--- src/rtl/display_scan.sv ---
// Multiplexed 7-segment digit scanner with tear-free frame loading.
// Define DISPLAY_SCAN_LZS_EN to enable leading-zero suppression.
module display_scan #(
    parameter int DIGITS       = 4,
    parameter int SCAN_DIV     = 50000,
    parameter int BLANK_CYCLES = 8
) (
    input  logic                  clock,
    input  logic                  reset,
    input  logic [4*DIGITS-1:0]   digits_in,
    input  logic [DIGITS-1:0]     dp_in,
    input  logic                  load,
    output logic [3:0]            data,
    output logic                  dp_sel,
    output logic [DIGITS-1:0]     an,
    output logic                  frame_done
);

    localparam int CW = $clog2(SCAN_DIV);
    localparam int IW = $clog2(DIGITS);

    localparam logic [CW-1:0] CNT_LAST = CW'(SCAN_DIV - 1);
    localparam logic [CW-1:0] CNT_SHOW = CW'(BLANK_CYCLES);
    localparam logic [IW-1:0] IDX_LAST = IW'(DIGITS - 1);

    localparam logic [0:0] ST_BLANK = 1'b0;
    localparam logic [0:0] ST_SHOW  = 1'b1;
    localparam logic [0:0] ST_START = (BLANK_CYCLES == 0) ? ST_SHOW : ST_BLANK;

    logic [4*DIGITS-1:0] shadow_codes, active_codes, active_codes_nxt;
    logic [DIGITS-1:0]   shadow_dp, active_dp, active_dp_nxt;
    logic                pending, pending_nxt;
    logic [CW-1:0]       cnt, cnt_nxt;
    logic [IW-1:0]       idx, idx_nxt;
    logic [0:0]          state, state_nxt;

    logic                slot_end, frame_end;
    logic [3:0]          code_nxt;
    logic                dp_nxt;
    logic                suppress;
    logic [DIGITS-1:0]   an_nxt;

    // Outputs are registered from next-state values so they line up with cnt/idx.
    always_comb begin
        // NOTE: every signal assigned here gets a default first so no path leaves it unassigned (no latches).
        slot_end         = (cnt == CNT_LAST);
        frame_end        = slot_end && (idx == IDX_LAST);
        cnt_nxt          = slot_end ? '0 : cnt + CW'(1);
        idx_nxt          = idx;
        state_nxt        = state;
        active_codes_nxt = active_codes;
        active_dp_nxt    = active_dp;
        pending_nxt      = pending;

        if (slot_end) begin
            idx_nxt   = (idx == IDX_LAST) ? '0 : idx + IW'(1);
            state_nxt = ST_START;
        end else if (cnt_nxt == CNT_SHOW) begin
            state_nxt = ST_SHOW;
        end

        // A load landing on the frame-end cycle bypasses the shadow entirely.
        if (frame_end) begin
            pending_nxt = 1'b0;
            if (load) begin
                active_codes_nxt = digits_in;
                active_dp_nxt    = dp_in;
            end else if (pending) begin
                active_codes_nxt = shadow_codes;
                active_dp_nxt    = shadow_dp;
            end
        end else if (load) begin
            pending_nxt = 1'b1;
        end
    end

    always_comb begin
        code_nxt = 4'd0;
        dp_nxt   = 1'b0;
        suppress = 1'b0;
`ifdef DISPLAY_SCAN_LZS_EN
        begin
            logic zero_above;
            zero_above = 1'b1;
            // Walk from the most significant digit so zero_above covers this digit and all above it.
            for (int k = DIGITS - 1; k >= 0; k--) begin
                zero_above = zero_above && (active_codes_nxt[4*k +: 4] == 4'd0);
                if (IW'(k) == idx_nxt)
                    suppress = zero_above && (k != 0) && !active_dp_nxt[k];
            end
        end
`endif
        for (int k = 0; k < DIGITS; k++) begin
            if (IW'(k) == idx_nxt) begin
                code_nxt = active_codes_nxt[4*k +: 4];
                dp_nxt   = active_dp_nxt[k];
            end
        end

        an_nxt = '1;
        if (state_nxt == ST_SHOW && !suppress)
            an_nxt[idx_nxt] = 1'b0;
    end

    // NOTE: sequential state uses non-blocking assignments so every register samples pre-edge values.
    always_ff @(posedge clock or posedge reset) begin
        if (reset) begin
            shadow_codes <= '0;
            shadow_dp    <= '0;
            active_codes <= '0;
            active_dp    <= '0;
            pending      <= 1'b0;
            cnt          <= '0;
            idx          <= '0;
            state        <= ST_START;
            data         <= 4'd0;
            dp_sel       <= 1'b0;
            an           <= '1;
            frame_done   <= 1'b0;
        end else begin
            if (load) begin
                shadow_codes <= digits_in;
                shadow_dp    <= dp_in;
            end
            active_codes <= active_codes_nxt;
            active_dp    <= active_dp_nxt;
            pending      <= pending_nxt;
            cnt          <= cnt_nxt;
            idx          <= idx_nxt;
            state        <= state_nxt;
            data         <= code_nxt;
            dp_sel       <= dp_nxt;
            an           <= an_nxt;
            frame_done   <= (cnt_nxt == CNT_LAST) && (idx_nxt == IDX_LAST);
        end
    end

endmodule

--- config.mk ---
export PLATFORM = sky130hd
export DESIGN_NAME = display_scan
export DESIGN_NICKNAME = d
export VERILOG_FILES = /design/src/rtl/display_scan.sv
export SDC_FILE = /design/constraint.sdc
export NUM_CORES = 1
export LEC_CHECK = 0
export CELL_PAD_IN_SITES_DETAIL_PLACEMENT = 1
export CELL_PAD_IN_SITES_GLOBAL_PLACEMENT = 2
export CORE_AREA = 2 2 107 109
export CTS_CLUSTER_SIZE = 24
export DETAILED_ROUTE_END_ITERATION = 8
export DIE_AREA = 0 0 109 111
export GPL_TIMING_DRIVEN = 0
export HOLD_SLACK_MARGIN = 0.05
export PLACE_DENSITY = 0.63
export SYNTH_ARGS = -nofsm -noshare
export SYNTH_HDL_FRONTEND = slang
export SYNTH_SLANG_ARGS = --single-unit
export TNS_END_PERCENT = 5
--- constraint.sdc ---
create_clock -name clock -period 3.6 [get_ports clock]
set_input_delay 0.72 -clock clock [delete_from_list [all_inputs] [get_ports clock]]
set_output_delay 0.72 -clock clock [all_outputs]
set_load 0.01 [all_outputs]
==> results_dict.tcl, run 1 <==
set metrics [dict create \
    status "completed" \
    num_vias 2095 \
    worst_pin_slew_ps 723.6 \
    pwr_density_cell_nw_per_um2 456.4 \
    clk_pin_slew_ps 60 \
    post_cts_buffers 0 \
    ff2ff_setup_slack_ps 640 \
    max-cap-violations 0 \
    remaining_drc_errors 0 \
    period_needed_ps 2961 \
    synth_fp_nets 281 \
    io_buffers 31 \
    vias_per_cell 4.697 \
    clockBufferDepth 2 \
    p_int_uw 1435 \
    finalClockSkew_ps 6.066 \
    clk_latency_ps 330 \
    cts_buffers 9 \
    cts_tree "built" \
    rsz0062_at_grt "no" \
    antenna_found_initial 0 \
    drv_slew 0 \
    grt_overflow 0 \
    startpoint "cnt[0]" \
    syn_inst 255 \
    criticalPathCategory "register to register" \
    reg2reg_to "data[1]" \
    slew_headroom_pct 51.58 \
    synth_flop_cell "dfrtp_1" \
    max_freq_ghz 0.3377 \
    synth_area_per_cell_sq_um 12.57 \
    seq_power_share_pct 45.0 \
    worstPathArrival_ps 3220 \
    h-tree-depth 3 \
    io_pins 33 \
    diodes 0 \
    ys_types 46 \
    cp.required_ps 3860 \
    dp.cells 430 \
    tns_ps 0 \
    leakagePower_uw 0.001789 \
    crit_path_max_fanout 8 \
    synth.ff_latch_count 70 \
    period_share_pct 82.26 \
    seq_area_sq_um 1757 \
    ant_nets 0 \
    firstDrtPassIters 4 \
    grt_pass1_vias 2323 \
    nNetsFinal 324 \
    die_w_um 109 \
    area_growth_pct 25.57 \
    cts-resized-gates 0 \
    core-area_sq_um 11080 \
    irDropWorstVdd_v 0.0002316 \
    layout_commonest_cell "dfrtp_1" \
    gp_congestion 0.7896 \
    avgRoutedWirePerCell_um 15.95 \
    combPwrFrac_pct 5.4 \
    multiInputGateArea_sq_um 1308 \
    drive_gt1_share_pct 23.43 \
    async_flop_share_pct 100.0 \
    switching_share_pct 21.90 \
    cp-start-kind "register" \
    setup-violations-final 0 \
    hold_viol 0 \
    hpwl_mm 4.864 \
    seq_area_frac_synth_pct 54.80 \
    stdcell_count 446 \
    hold_path.class "register to register" \
    most-common-layout-cells "66 x dfrtp_1, 31 x clkdlybuf4s50_1, 21 x mux2_2, 20 x nor2_1, 15 x mux2_4" \
    synth-edff-count 0 \
    root_buffer "clkbuf_16" \
    endpoint "data[1]" \
    nFillCells 1166 \
    cts_sinks 70 \
    r2r_start "cnt[0]" \
    wl_mm 7.115 \
    grt_max_degree 43 \
    grtUsageTotal_pct 13.24 \
    grt_pass1_wl_mm 12.16 \
    synth_area_sq_um 3206 \
    clkPwrFrac_pct 49.6 \
    ctsHoldBuffers 0 \
    start_util_pct 28.94 \
    rows 39 \
    worstSetupEndpointType "register" \
    die_y_um 111 \
    ys_warn_count 0 \
    p_sw_uw 402.2 \
    die_area_sq_um 12100 \
    drtIter0Drc 51 \
    reg2regPathDepth 9 \
]
worst max-delay path: stages, from the launching register on:
cell      delay (ps)
dfrtp_1          450
ha_1             180
clkbuf_1         300
nand4b_1         160
nor4_2           460
mux2i_1          350
inv_1            110
nor2_1           480
a22o_1           270
a221o_1          120
how the worst min path moves through the flow:
stage                               start              end  cells after the start
after floorplan           active_codes[4]  active_codes[4]                      1
after global placement    active_codes[4]  active_codes[4]                      1
after detailed placement  active_codes[4]  active_codes[4]                      1
after CTS                 active_codes[4]  active_codes[4]                      1
after global routing      active_codes[6]  active_codes[6]                      1
final                     active_codes[4]  active_codes[4]                      1
cell type report:
type,count,area share [%]
well taps,143,4.445
clock inverters,6,1.710
plain buffers,14,2.580
flip-flops and latches,70,43.64
multi-input cells,161,32.48
repair buffers,32,8.206
inverters,10,0.9947
clock buffers,10,5.937
state kept, by name, indices dropped and copies added, names as in the netlist:
name and count:
state 1, shadow_dp 4, idx 2, dp_sel 1, data 4, shadow_codes 16, frame_done 1, active_dp 4
cnt 16, an 4, active_codes 16, pending 1
power by group through the flow:
| stage | registers, uW | logic, uW | clock network (uW) |
|---|---|---|---|
| 2_1_floorplan | 838 | 58.6 | 0 |
| 3_3_place_gp | 839 | 99.0 | 0 |
| 3_5_place_dp | 840 | 103 | 0 |
| 4_1_cts | 826 | 104 | 945 |
| 5_1_grt | 829 | 111 | 979 |
| 6_report | 826 | 100 | 911 |
synth_stat cells, types with 3 or more instances:
master | instances | area share (%)
dfrtp_1 | 66 | 52
mux2_2 | 21 | 7.4
nor2_1 | 20 | 2.3
mux2_4 | 15 | 7.0
nand2_1 | 14 | 1.6
inv_1 | 10 | 1.2
nand3_1 | 8 | 1.2
xor2_1 | 7 | 1.9
nor4_1 | 6 | 1.2
a21oi_1 | 5 | 0.78
a22o_1 | 5 | 1.4
clkbuf_1 | 5 | 0.59
nand4_1 | 5 | 0.98
o21ai_0 | 5 | 0.78
buf_2 | 4 | 0.62
buf_6 | 4 | 1.4
dfstp_2 | 4 | 3.3
or2_1 | 4 | 0.78
or3_1 | 4 | 0.78
a221o_1 | 3 | 0.94
a22oi_1 | 3 | 0.70
ha_1 | 3 | 1.2
mux2i_1 | 3 | 0.94
nor3_1 | 3 | 0.47
xnor2_1 | 3 | 0.82
logic make-up after synthesis:
| family | synth area share [%] |
|---|---|
| and+or+nand+nor | 13.90 |
| adders and majority gates | 1.171 |
| xor gates and xnor gates | 2.732 |
| buffers and inverters | 4.411 |
| AOI/OAI and AO/OA | 7.299 |
| muxes | 15.69 |
| DFF | 54.80 |
metal layers:
metal	up-vias	global-route usage (%)	share of wire, %
met5	-	0	0
met4	0	5.385	1.7
met3	9	2.998	2.4
met2	24	21.41	50
met1	1067	16.92	46
li1	995	-	-
per-stage QoR:
| step | hold slack, ps | worst slack [ps] | utilization, % | total power [uW] | cell area [sq um] |
|---|---|---|---|---|---|
| after floorplan | 453.6 | 1069 | - | 896.8 | 3206 |
| after global placement | 476.0 | -230.8 | 33.36 | 938.4 | 3695 |
| after detailed placement | 478.0 | 581.8 | 33.56 | 943.3 | 3717 |
| after CTS | 491.9 | 558.2 | 36.34 | 1875 | 4025 |
| after global routing | 503.7 | 357.2 | 36.34 | 1919 | 4025 |
| final | 488.7 | 638.8 | 36.34 | 1837 | 4025 |
(Power assumes the default switching activity.)
==> run 2: changes to the inputs <==
PLACE_DENSITY = 0.65   (was 0.63)
clock period = 2.4 ns   (was 3.6 ns; I/O delays follow)
==> results_dict.tcl, run 2 (synthesized netlist as in run 1, its figures left out) <==
set metrics [dict create \
    status "complete, but fails checks" \
    violations "negative setup slack" \
    slew_headroom_pct 61.66 \
    r2r_start "cnt[10]" \
    worstPathArrival_ps 2730 \
    cp_num_buf_inv 1 \
    seq_power_share_pct 45.6 \
    num_vias 2179 \
    wl_mm 7.626 \
    busiest_layer "met2" \
    clk_latency_ps 330 \
    root_buffer "clkbuf_16" \
    utilization_pct 38.77 \
    critical-path-max-stage-delay_ps 570 \
    worst_pin_slew_ps 575.0 \
    clkPwrFrac_pct 48.8 \
    p_sw_uw 599.4 \
    period_needed_ps 2517 \
    gp_congestion 0.7758 \
    max_freq_ghz 0.3973 \
    core-area_sq_um 11080 \
    start_util_pct 28.94 \
    tns_ps -897.3 \
    drive_gt1_share_pct 33.75 \
    most-common-layout-cells "63 x dfrtp_1, 31 x clkdlybuf4s50_1, 21 x mux2_2, 16 x nor2_1" \
    die_w_um 109 \
    diodes 0 \
    clockBufferDepth 2 \
    met3_usage_pct 2.704 \
    die_area_sq_um 12100 \
    h-tree-depth 3 \
    irDropWorstVdd_v 0.0004180 \
    hpwl_mm 4.869 \
    drv_slew 0 \
    pwr_density_cell_nw_per_um2 633.2 \
    p_int_uw 2120 \
    grt_overflow 0 \
    antenna_found_initial 0 \
    startpoint "cnt[10]" \
    finalClockSkew_ps 7.773 \
    cp.required_ps 2610 \
    cp_cell_sequence "or3_4 -> or4_4 -> buf_8 -> mux2_4 -> a22o_1 -> a221o_1" \
    stdcell_count 463 \
    cts_buffers 9 \
    io_pins 33 \
    critical-path-top-delay-family "simple AND/OR/NAND/NOR gates" \
    switching_share_pct 22.05 \
    firstDrtPassIters 4 \
    setup-violations-final 9 \
    grtUsageTotal_pct 13.84 \
    worst_slack_ps -116.7 \
    grtUsageMet1_pct 17.81 \
    gr-usage-met2_pct 23.19 \
    dp_slack_ps -566.5 \
    leakagePower_uw 0.001909 \
    cts_sinks 70 \
    max-cap-violations 0 \
    rsz0062_at_grt "yes" \
    die_y_um 111 \
    p_total_uw 2719 \
    vias_per_cell 4.706 \
    combPwrFrac_pct 5.6 \
    worstSetupEndpointType "register" \
    hold_viol 0 \
    avgRoutedWirePerCell_um 16.47 \
    remaining_drc_errors 0 \
    hold_path.class "input port to async pin" \
    cp-start-kind "register" \
    grt_pass1_vias 2425 \
    reg_top3 "active_codes (16), cnt (16), shadow_codes (16)" \
    clk_pin_slew_ps 60 \
    crit_path_max_fanout 6 \
    period_share_pct 104.9 \
    area_growth_pct 33.96 \
    drtIter0Drc 62 \
    io_buffers 31 \
    criticalPathCategory "register to register" \
    dp.cells 430 \
    critPathSlowestCell "or4_4" \
    ant_nets 0 \
    cts_tree "built" \
    grt_max_degree 55 \
    grt_pass1_wl_mm 12.78 \
    rows 39 \
    nNetsFinal 341 \
    layout_commonest_cell "dfrtp_1" \
]
-- run 2: metrics by stage --
stage,hold slack (ps),instance area (sq um)
after floorplan,453.6,3207
final,458.7,4294
after global placement,477.4,3696
after global routing,484.9,4294
after detailed placement,478.0,3726
after CTS,465.3,4192
-- run 2: power by group through the flow --
stage / combinational [uW] / sequential, uW / clock (uW)
after floorplan: 87.9 / 1260 / 0
after global placement: 148 / 1260 / 0
after detailed placement: 156 / 1260 / 0
after CTS: 157 / 1240 / 1360
after global routing: 170 / 1240 / 1420
final: 153 / 1240 / 1330
-- run 2: worst paths after layout --
| kind | to | slack, ps | depth (start not counted) |
|---|---|---|---|
| setup / recovery | data[2] | -120 | 6 |
| hold / removal | cnt[1] | 460 | 2 |
| setup reg to reg | data[2] | -120 | 6 |
| hold reg to reg | cnt[0] | 470 | 1 |
| max in group asynchronous | an[3] | 1330 | 3 |
| min in group clock | cnt[0] | 470 | 1 |
-- run 2: final cells by class --
type                    instances  area [sq um]
plain buffers                  14         128.9
clock buffers                   9         225.2
clock inverters                 7         72.57
fillers                      1161          6783
inverters                      10         40.04
multi-input cells             161          1414
flip-flops and latches         70          1760
well taps                     143         178.9
repair buffers                 49         474.2
-- run 2: what timing repair did --
item / CTS / global route
gates resized for setup: 23 / 13
buffers inserted: 10 / 6
cloned: 1 / 0
hold buffers: 0 / 0
hold endpoints to repair: 0 / 0
pin swaps: 6 / 13
endpoints found under the setup margin: 12 / 11
-- run 2: per-layer routing --
metal	vias up	part of all wire [%]
met5	-	0
met3	9	2.6
met1	1116	45
met4	0	1.3
li1	1026	-
met2	28	51
==> run 3: changes to the inputs <==
CORE_AREA = 2 2 99 101   (was 2 2 107 109)
DIE_AREA = 0 0 101 103   (was 0 0 109 111)
PLACE_DENSITY = 0.74   (was 0.65)
SKIP_LAST_GASP = 1   (was not set)
==> results_dict.tcl, run 3 (synthesized netlist as in run 1, its figures left out) <==
set metrics [dict create \
    cp.required_ps 2640 \
    remaining_drc_errors 0 \
    start_util_pct 33.89 \
    violations "negative setup slack" \
    io_buffers 31 \
    clk_latency_ps 360 \
    combPwrFrac_pct 6.4 \
    dp_slack_ps -481.3 \
    pwr_density_cell_nw_per_um2 570.0 \
    area_growth_pct 24.90 \
    reg_top3 "active_codes (16), cnt (16), shadow_codes (16)" \
    h-tree-depth 3 \
    wl_mm 6.951 \
    slew_headroom_pct 41.28 \
    worstSetupEndpointType "register" \
    hold_viol 0 \
    hpwl_mm 4.563 \
    period_needed_ps 2592 \
    drive_gt1_share_pct 31.29 \
    grt_max_degree 71 \
    diodes 0 \
    gp_congestion 0.7665 \
    worstPathArrival_ps 2840 \
    irDropWorstVdd_v 0.0003134 \
    rows 36 \
    drtIter0Drc 56 \
    setup-violations-final 10 \
    status "complete, but fails checks" \
    worst_slack_ps -192.4 \
    endpoint "data[1]" \
    nNetsFinal 331 \
    avgRoutedWirePerCell_um 16.39 \
    die_w_um 101 \
    drv_slew 0 \
    reg2reg_to "data[1]" \
    core-area_sq_um 9459 \
    startpoint "cnt[5]" \
    holdWs_ps 486.6 \
    ff2ff_setup_slack_ps -190 \
    cts_sinks 70 \
    hold_path.class "register to register" \
    firstDrtPassIters 4 \
    leakagePower_uw 0.001791 \
    max-cap-violations 0 \
    io_pins 33 \
    design_area_sq_um 4004 \
    p_int_uw 1696 \
    grt_overflow 0 \
    switching_share_pct 25.68 \
    nFillCells 1008 \
    clockBufferDepth 2 \
    antenna_found_initial 0 \
    p_sw_uw 586.0 \
    grt_pass1_wl_mm 11.94 \
    reg2regPathDepth 7 \
    layout_commonest_cell "dfrtp_1" \
    rsz0062_at_grt "yes" \
    crit_path_max_fanout 9 \
    grt_pass1_vias 2295 \
    grtUsageTotal_pct 15.38 \
    num_vias 2138 \
    finalClockSkew_ps 13.45 \
    clkPwrFrac_pct 39.4 \
    die_area_sq_um 10400 \
    cp-start-kind "register" \
    root_buffer "clkbuf_8" \
    r2r_start "cnt[5]" \
    max_freq_ghz 0.3857 \
    seq_power_share_pct 54.2 \
    vias_per_cell 5.042 \
    period_share_pct 108.0 \
    cts_tree "built" \
    cts_buffers 9 \
    clk_pin_slew_ps 90 \
    ant_nets 0 \
    most-common-layout-cells "61 x dfrtp_1, 31 x clkdlybuf4s50_1, 21 x mux2_2, 16 x nor2_1, 15 x mux2_4" \
    placed_cell_area_sq_um 3662 \
    worst_pin_slew_ps 880.8 \
    die_y_um 103 \
    criticalPathCategory "register to register" \
]
run 3: cell types whose count changed in the layout (fill, tap and decap cells not counted), sizes merged:
| cell | previous run | this run |
|---|---|---|
| buf | 27 | 17 |
| clkinv | 3 | 2 |
| bufinv | 1 | 0 |
| inv | 11 | 13 |
run 3: repair_timing:
action	in CTS	in global routing
pin swaps	5	4
buffers inserted	7	2
resized for setup	20	6
endpoints found under the setup margin	12	12
hold buffers	0	0
run 3: through the flow:
step | utilization, % | cells | total power [uW] | TNS, ps
3_3_place_gp | 38.69 | 400 | 1405 | -78990
4_1_cts | 41.93 | 422 | 2323 | -1684
2_1_floorplan | - | 255 | 1345 | 0
6_report | 42.33 | 424 | 2282 | -1202
3_5_place_dp | 38.72 | 400 | 1410 | -4354
5_1_grt | 42.33 | 424 | 2390 | -2527
run 3: layout make-up:
cell class / instances / area (sq um) / share of cell area (%)
clock buffer: 9 / 123.9 / 3.094
multi-input combinational: 161 / 1383 / 34.53
clock inverter: 7 / 57.56 / 1.438
timing repair buffer: 40 / 377.9 / 9.437
tap: 114 / 142.6 / 3.563
sequential: 70 / 1763 / 44.03
buffer: 13 / 116.4 / 2.906
inverter: 10 / 40.04 / 1.000
run 3: power by group through the flow:
stage | clock network (uW) | logic, uW | registers [uW]
floorplan | 0 | 87.9 | 1260
global placement | 0 | 146 | 1260
detailed placement | 0 | 150 | 1260
CTS | 934 | 152 | 1240
global route | 986 | 163 | 1240
finish | 900 | 146 | 1240
run 3: per-layer routing:
| layer | vias to the layer above | part of all wire, % | GRT usage, % |
|---|---|---|---|
| li1 | 1002 | - | - |
| met1 | 1102 | 45 | 18.96 |
| met2 | 25 | 51 | 25.54 |
| met3 | 9 | 3.2 | 4.949 |
| met4 | 0 | 1.5 | 5.405 |
| met5 | - | 0 | 0 |
run 3: worst min path at each step:
stage                          from               to  slack (ps)  cells after the start
floorplan           active_codes[4]  active_codes[4]         450                      1
detailed placement  active_codes[4]  active_codes[4]         470                      1
global route        active_codes[4]  active_codes[4]         510                      1
CTS                 active_codes[4]  active_codes[4]         490                      1
finish              active_codes[4]  active_codes[4]         490                      1
global placement    active_codes[4]  active_codes[4]         470                      1
run 3: worst max-delay path: stages (launching register included):
cell and delay, ps:
dfrtp_2 480, nor4b_4 310, nand4_1 120, or4_4 560
buf_12 170, mux2_4 310, a22o_4 250, a221o_1 270
